<file path="config.mk">
export PLATFORM = sky130hd
export DESIGN_NAME = multicycle_control
export DESIGN_NICKNAME = d
export VERILOG_FILES = /design/src/rtl/multicycle_control.sv
export SDC_FILE = /design/constraint.sdc
export NUM_CORES = 1
export LEC_CHECK = 0
export ABC_AREA = 1
export CORE_MARGIN = 5
export CORE_UTILIZATION = 25
export CTS_CLUSTER_DIAMETER = 60
export CTS_CLUSTER_SIZE = 24
export DETAILED_ROUTE_END_ITERATION = 8
export GPL_TIMING_DRIVEN = 0
export PLACE_DENSITY = 0.56
export SETUP_SLACK_MARGIN = 0.2
export SYNTH_ARGS = -nofsm -noshare
export SYNTH_HDL_FRONTEND = slang
export SYNTH_SLANG_ARGS = --single-unit
</file>
<file path="constraint.sdc">
create_clock -name clk -period 3.2 [get_ports clk]
set_input_delay 0.64 -clock clk [delete_from_list [all_inputs] [get_ports clk]]
set_output_delay 0.64 -clock clk [all_outputs]
set_load 0.02 [all_outputs]
</file>
<file path="src/rtl/multicycle_control.sv">
// multicycle_control
//   Control unit for a multicycle 16-bit processor. A Moore FSM steps each
//   instruction through FETCH / DECODE / EXEC / MEM / WB. All datapath
//   controls are decoded from the registered state and the opcode latched in
//   DECODE. The only exceptions are the BEQ branch enable, which also looks at
//   the live zero_flag in EXEC, and MEM completion, which follows mem_ready.
//
// Parameters
//   MEM_TIMEOUT     maximum MEM cycles spent waiting for mem_ready (1..15)
// Ports
//   clk             rising-edge clock
//   rst             synchronous active-high reset
//   instr[15:0]     instruction register output, opcode = instr[15:12]
//   zero_flag       ALU zero result in the current EXEC cycle
//   mem_ready       data memory handshake, 1 = access completes this cycle
//   IR_load         IR load enable (FETCH)
//   PC_write        PC write enable
//   PC_src          PC source, 0 = PC+1, 1 = branch/jump target
//   Source2_select  ALU operand 2, 1 = Ext_Immed_Addr, 0 = Dout2
//   ALU_op[2:0]     000 ADD, 001 SUB, 010 AND, 011 OR
//   RegWrite, MemRead, MemWrite, Mem_to_Reg   register file / memory controls
//   halted          FSM is in the absorbing HALT state
//   illegal_op      EXEC of an unassigned opcode (1010..1110)
//   mem_timeout     one-cycle pulse, shown in the FETCH that follows an
//                   abandoned memory access
//   retired[15:0]   count of completed instructions, wraps at 0xFFFF
module multicycle_control #(
    parameter int MEM_TIMEOUT = 15
) (
    input  logic        clk,
    input  logic        rst,
    input  logic [15:0] instr,
    input  logic        zero_flag,
    input  logic        mem_ready,
    output logic        IR_load,
    output logic        PC_write,
    output logic        PC_src,
    output logic        Source2_select,
    output logic [2:0]  ALU_op,
    output logic        RegWrite,
    output logic        MemRead,
    output logic        MemWrite,
    output logic        Mem_to_Reg,
    output logic        halted,
    output logic        illegal_op,
    output logic        mem_timeout,
    output logic [15:0] retired
);

    typedef enum logic [2:0] {
        IDLE,
        FETCH,
        DECODE,
        EXEC,
        MEM,
        WB,
        HALT
    } state_t;

    localparam logic [3:0] OP_ADD   = 4'h0;
    localparam logic [3:0] OP_SUB   = 4'h1;
    localparam logic [3:0] OP_AND   = 4'h2;
    localparam logic [3:0] OP_OR    = 4'h3;
    localparam logic [3:0] OP_ADDI  = 4'h4;
    localparam logic [3:0] OP_SUBI  = 4'h5;
    localparam logic [3:0] OP_LOAD  = 4'h6;
    localparam logic [3:0] OP_STORE = 4'h7;
    localparam logic [3:0] OP_BEQ   = 4'h8;
    localparam logic [3:0] OP_JMP   = 4'h9;
    localparam logic [3:0] OP_HALT  = 4'hF;

    localparam logic [2:0] ALU_ADD = 3'b000;
    localparam logic [2:0] ALU_SUB = 3'b001;
    localparam logic [2:0] ALU_AND = 3'b010;
    localparam logic [2:0] ALU_OR  = 3'b011;

    state_t      state;
    logic [3:0]  op_q;
    logic [3:0]  wait_cnt;
    logic        timeout_q;

    // Only the opcode field matters to the controller.
    logic unused_instr_bits;
    assign unused_instr_bits = ^instr[11:0];

    always_ff @(posedge clk) begin
        if (rst) begin
            state     <= IDLE;
            op_q      <= '0;
            wait_cnt  <= '0;
            retired   <= '0;
            timeout_q <= 1'b0;
        end else begin
            timeout_q <= 1'b0;
            unique case (state)
                IDLE:   state <= FETCH;
                FETCH:  state <= DECODE;
                DECODE: begin
                    op_q  <= instr[15:12];
                    state <= (instr[15:12] == OP_HALT) ? HALT : EXEC;
                end
                EXEC: begin
                    wait_cnt <= '0;
                    unique case (op_q)
                        OP_ADD, OP_SUB, OP_AND, OP_OR,
                        OP_ADDI, OP_SUBI:  state <= WB;
                        OP_LOAD, OP_STORE: state <= MEM;
                        OP_BEQ, OP_JMP: begin
                            state   <= FETCH;
                            retired <= retired + 16'd1;
                        end
                        default:           state <= FETCH;
                    endcase
                end
                MEM: begin
                    if (mem_ready) begin
                        if (op_q == OP_LOAD) begin
                            state <= WB;
                        end else begin
                            state   <= FETCH;
                            retired <= retired + 16'd1;
                        end
                    end else begin
                        wait_cnt <= wait_cnt + 4'd1;
                        // The wait that brings the count to MEM_TIMEOUT abandons
                        // the access; the pulse is visible in the next FETCH.
                        if (int'(wait_cnt) + 1 >= MEM_TIMEOUT) begin
                            state     <= FETCH;
                            timeout_q <= 1'b1;
                        end
                    end
                end
                WB: begin
                    state   <= FETCH;
                    retired <= retired + 16'd1;
                end
                HALT:    state <= HALT;
                default: state <= IDLE;
            endcase
        end
    end

    assign mem_timeout = timeout_q;

    always_comb begin
        IR_load        = 1'b0;
        PC_write       = 1'b0;
        PC_src         = 1'b0;
        Source2_select = 1'b0;
        ALU_op         = ALU_ADD;
        RegWrite       = 1'b0;
        MemRead        = 1'b0;
        MemWrite       = 1'b0;
        Mem_to_Reg     = 1'b0;
        halted         = 1'b0;
        illegal_op     = 1'b0;
        unique case (state)
            FETCH: begin
                IR_load  = 1'b1;
                PC_write = 1'b1;
            end
            EXEC: begin
                unique case (op_q)
                    OP_ADD:  ALU_op = ALU_ADD;
                    OP_SUB:  ALU_op = ALU_SUB;
                    OP_AND:  ALU_op = ALU_AND;
                    OP_OR:   ALU_op = ALU_OR;
                    OP_ADDI, OP_LOAD, OP_STORE: begin
                        Source2_select = 1'b1;
                        ALU_op         = ALU_ADD;
                    end
                    OP_SUBI: begin
                        Source2_select = 1'b1;
                        ALU_op         = ALU_SUB;
                    end
                    OP_BEQ: begin
                        ALU_op   = ALU_SUB;
                        PC_write = zero_flag;
                        PC_src   = zero_flag;
                    end
                    OP_JMP: begin
                        PC_write = 1'b1;
                        PC_src   = 1'b1;
                    end
                    default: illegal_op = 1'b1;
                endcase
            end
            MEM: begin
                MemRead  = (op_q == OP_LOAD);
                MemWrite = (op_q == OP_STORE);
            end
            WB: begin
                RegWrite   = 1'b1;
                Mem_to_Reg = (op_q == OP_LOAD);
            end
            HALT:    halted = 1'b1;
            default: ;
        endcase
    end

endmodule

</file>
# [Word-level counts from Yosys, hierarchy flattened]
# Index checks and enable logic that the tools add are counted.
# Widths: inputs -> output; s select.
[classes] add_sub_neg=3 multipliers=0 div=0 n_lt_le_gt_ge=1 eq_ne=21 shifts=0 mux=28 n_bitwise=1 n_reduce_logical=14
[op_table] cell="$mux 16" count=3
[op_table] cell="$pmux 16 s3" count=1
[op_table] cell="$pmux 3 s6" count=1
[op_table] cell="$add 16x1->16 const B" count=1
[op_table] cell="$eq 4x3->1 const B" count=4
[op_table] cell="$eq 4x4->1 const B" count=3
[op_table] cell="$mux 1" count=12
[op_table] cell="$mux 3" count=4
[op_table] cell="$reduce_or 10->1" count=1
[op_table] cell="$eq 3x3->1 const B" count=3
[op_table] cell="$eq 4x2->1 const B" count=2
[op_table] cell="$pmux 4 s2" count=1
[op_table] cell="$eq 3x2->1 const B" count=2
[op_table] cell="$ne 2x2->1 const B" count=3
[op_table] cell="$pmux 2 s3" count=1
[op_table] cell="$pmux 3 s2" count=1
[op_table] cell="$reduce_or 2->1" count=3
[op_table] cell="$reduce_or 3->1" count=2
[op_table] cell="$reduce_or 6->1" count=1
[op_table] cell="$add 4x1->5 const B" count=1
[op_table] cell="$ge 5x4->1 const B" count=1
[op_table] cell="$add 4x1->4 const B" count=1
[op_table] cell="$eq 4x1->1 const B" count=1
[op_table] cell="$logic_not 4->1" count=1
[op_table] cell="13 further kinds" count=14
[totals] regBits=28 latch_bits=0 ram_bits=0 romBits=0 inputBits=20 elab_cells=73 memories=0

# [Depth between registers and ports, before layout]
[depth] ltp_word=5 mapped_depth=9

# [Worst setup path before layout]
# Ideal clock, no wire load.
[synth_timing] kind="register -> output" startpoint="register state[0]" endpoint="output port Mem_to_Reg" t_arrival_ns=1.355 path_slack_ns=1.205 path_stages_with_launch=4 path_cell_list="dfxtp_1 > inv_1 > nor3_1 > and3_1"
[synth_via] elab_chain_cells=2
[synth_rtl] item="start: declaration" line="77" source="state_t state;"
[synth_rtl] item="start signal: assignment" line="100" source="state <= (instr[15:12] == OP_HALT) ? HALT : EXEC;"
[synth_rtl] item="$eq 3x3->1" line="157" source="unique case (state)"
[synth_rtl] item="$mux 1" line="157"
[synth_rtl] item="end: declaration" line="43" source="output logic Mem_to_Reg,"
# Every way passes these cells.

# [Final worst setup path]
[layout_timing] startpoint="register state[1]" endpoint="output port MemWrite"
[layout_via] elab_chain_cells=2
[layout_rtl] item="$eq 3x3->1" line="157"
[layout_rtl] item="$mux 1" line="157"
[layout_rtl] item="end: declaration" line="42" source="output logic MemWrite,"
# Every way passes these cells.

==> metrics.csv <==
metric;value;unit
fp.dieW;91;um
globalplace.congestion;0.818;
ys_seq_area_share;34.2;%
tightest_slew;0.559;ns
post-place-ws;0.714;ns
fmax;0.401;GHz
syn2layout_area_growth;31.2;%
fin_ws;0.705;ns
hold_ws;0.488;ns
critPathSlowestCell;clkdlybuf4s50_1;
place_inst;368;
worst_setup_path_end_kind;primary output;
fin_cells;372;
wl;4080;um
seqPwrFrac;54.0;%
antenna_left;0;
maxSlewViolCount;0;
grtUsageTotal;10.2;%
grt_max_degree;16;
intPower;0.506;mW
drive_gt1_share;7.46;%
syn_inst;255;
post_cts_resized;0;
worst_setup_path_start_kind;register;
cts_sinks;28;
cts_tree;yes;
swShare;26.5;%
synthDistinctLibCells;28;
yosysWarnings;0;
crit_type;reg2out;
post-route-period-util;78.0;%
final_area;2150;um2
fp-row-count;29;
h-tree-depth;1;
maxCapViolCount;0;
first_pass_iters;4;
p_sw;0.183;mW
placed_cell_area;2100;um2
tns;0;ns
ys_ff_latch;28;
r2r_slack;1.62;ns
setup_viol;0;
clk_pin_slew;0.09;ns
worstPathRequired;2.56;ns
cts.path.max_buffers;2;
netlist.area_leader.share;34.2;%
clkPwrFrac;32.0;%
maxSlewHeadroom;62.8;%
synth_area_leaders;dfxtp_1 (34%), nand2_1 (18%), a21oi_1 (7.6%), nor2_1 (6.6%), inv_1 (5.9%);
post_drt_wl_per_cell;11.0;um
dieArea;8280;um2
skew;0.00353;ns
ir_worst_vdd;0.174;mV
max_stage_delay;0.65;ns
power.total;0.689;mW
syn_nets;278;
rsz0062_at_grt;false;
antenna_cells;0;
viasPerCell;4.45;
p_per_area;320;nW/um2
dpl.hpwl;3170;um
antenna_found_initial;0;
hold_class;reg2reg;
worstPathCellList;inv_2 -> nand2_2 -> nor2_2 -> inv_1 -> nor4_1 -> clkdlybuf4s50_1;
clockRootBuffer;clkbuf_8;
total_leakage_power;0.774;nW
vias;1654;
grt_pass1_wl;7150;um
clk_latency;0.27;ns
io_buffer_count;36;
grt_overflow;0;
cts_inserted_buffers;3;
ios;50;
hold_viol_final;0;
core-area;6350;um2
synth_area;1640;um2
yosysTopAreaCell;dfxtp_1;
outcome;finished, final reports clean;
die_h;91;um
grt_pass1_vias;1589;
worstPathArrival;1.85;ns
period_needed;2.49;ns
drc;0;
critical_path_peak_fanout;6;
fin_util;33.9;%
hold_buffers;0;
first_iter_violations;75;
comb_power_share;14.0;%
post_cts_buffers;0;
synth.avg_cell_area;6.43;um2
nets;319;
start_util;25.8;%
[per-layer routing]
metal	GRT usage (%)	vias up	part of all wire, %
met1	13.2	725	50
met2	16.3	29	43
met3	2.15	4	5.0
li1	-	896	-
met4	4.28	0	1.5
met5	0	-	0
[power groups by stage]
stage          logic [mW]  registers (mW)  clock network, mW
3_3_place_gp       0.0971           0.380                  0
2_1_floorplan      0.0599           0.378                  0
4_1_cts            0.0979           0.372              0.232
3_5_place_dp       0.0975           0.380                  0
6_report           0.0963           0.372              0.220
5_1_grt             0.109           0.374              0.244
[final timing paths]
check                                  from          end  cells past startpoint
worst min register to register  wait_cnt[3]  wait_cnt[3]                      2
worst min-delay path            wait_cnt[3]  wait_cnt[3]                      2
worst max register to register     state[1]   retired[2]                      6
worst max-delay path               state[1]     MemWrite                      6
[cells in the mapped netlist]
master	count
nand2_2	2
nand4_1	7
xor2_1	4
inv_2	3
buf_4	1
o21ai_0	9
a21oi_2	3
nand3_2	3
o21ai_2	1
nand3_1	14
inv_1	26
buf_1	1
conb_1	1
xnor2_1	5
and3_1	1
nor2_4	1
dfxtp_1	28
nor2_2	1
buf_6	1
nor4_1	1
nand2_1	78
ha_1	3
or2_2	1
buf_2	1
nor2_1	29
a21oi_1	25
nor3_1	4
clkbuf_1	1
[flip-flops by register name (all words and copies together) (netlist names)]
name	count
op_q	4
retired	16
wait_cnt	4
mem_timeout	1
state	3
[final cells by class]
type / count / area, um2
Fill cell: 698 / 4200
Multi-Input combinational cell: 193 / 940
Sequential cell: 28 / 561
Timing Repair Buffer: 36 / 360
Inverter: 29 / 109
Tap cell: 77 / 96.3
Clock buffer: 4 / 55.1
Buffer: 5 / 31.3
[worst max-delay path: cells and delay by family (launching register included)]
kind	cells	cell delay (ns)
simple gates	3	0.39
buf+inv	3	0.80
flops	1	0.39
[cells by family after synthesis]
kind of cell / count (synthesis) / share of synthesized area [%]
compound gates: 38 / 12.5
xor+xnor: 9 / 4.81
fa+ha+maj: 3 / 2.29
buf+inv: 34 / 8.54
flops: 28 / 34.2
other cells: 1 / 0.229
simple gates: 142 / 37.5
[cells in the final DEF (no fill, tap or decap)]
cell / instances
buf_6: 1
buf_4: 1
nor3_1: 4
nor2_4: 1
nand2_1: 78
conb_1: 1
clkbuf_1: 1
xor2_1: 4
nand2_2: 2
nor2_1: 29
o21ai_2: 1
buf_2: 1
o21ai_0: 9
inv_2: 3
nand3_2: 3
nor2_2: 1
a21oi_2: 3
xnor2_1: 5
buf_1: 1
dfxtp_1: 28
clkbuf_8: 4
or2_2: 1
nand4_1: 7
clkdlybuf4s50_1: 36
a21oi_1: 25
inv_1: 26
ha_1: 3
and3_1: 1
nor4_1: 1
nand3_1: 14
Power figures use the tool's default switching activity.
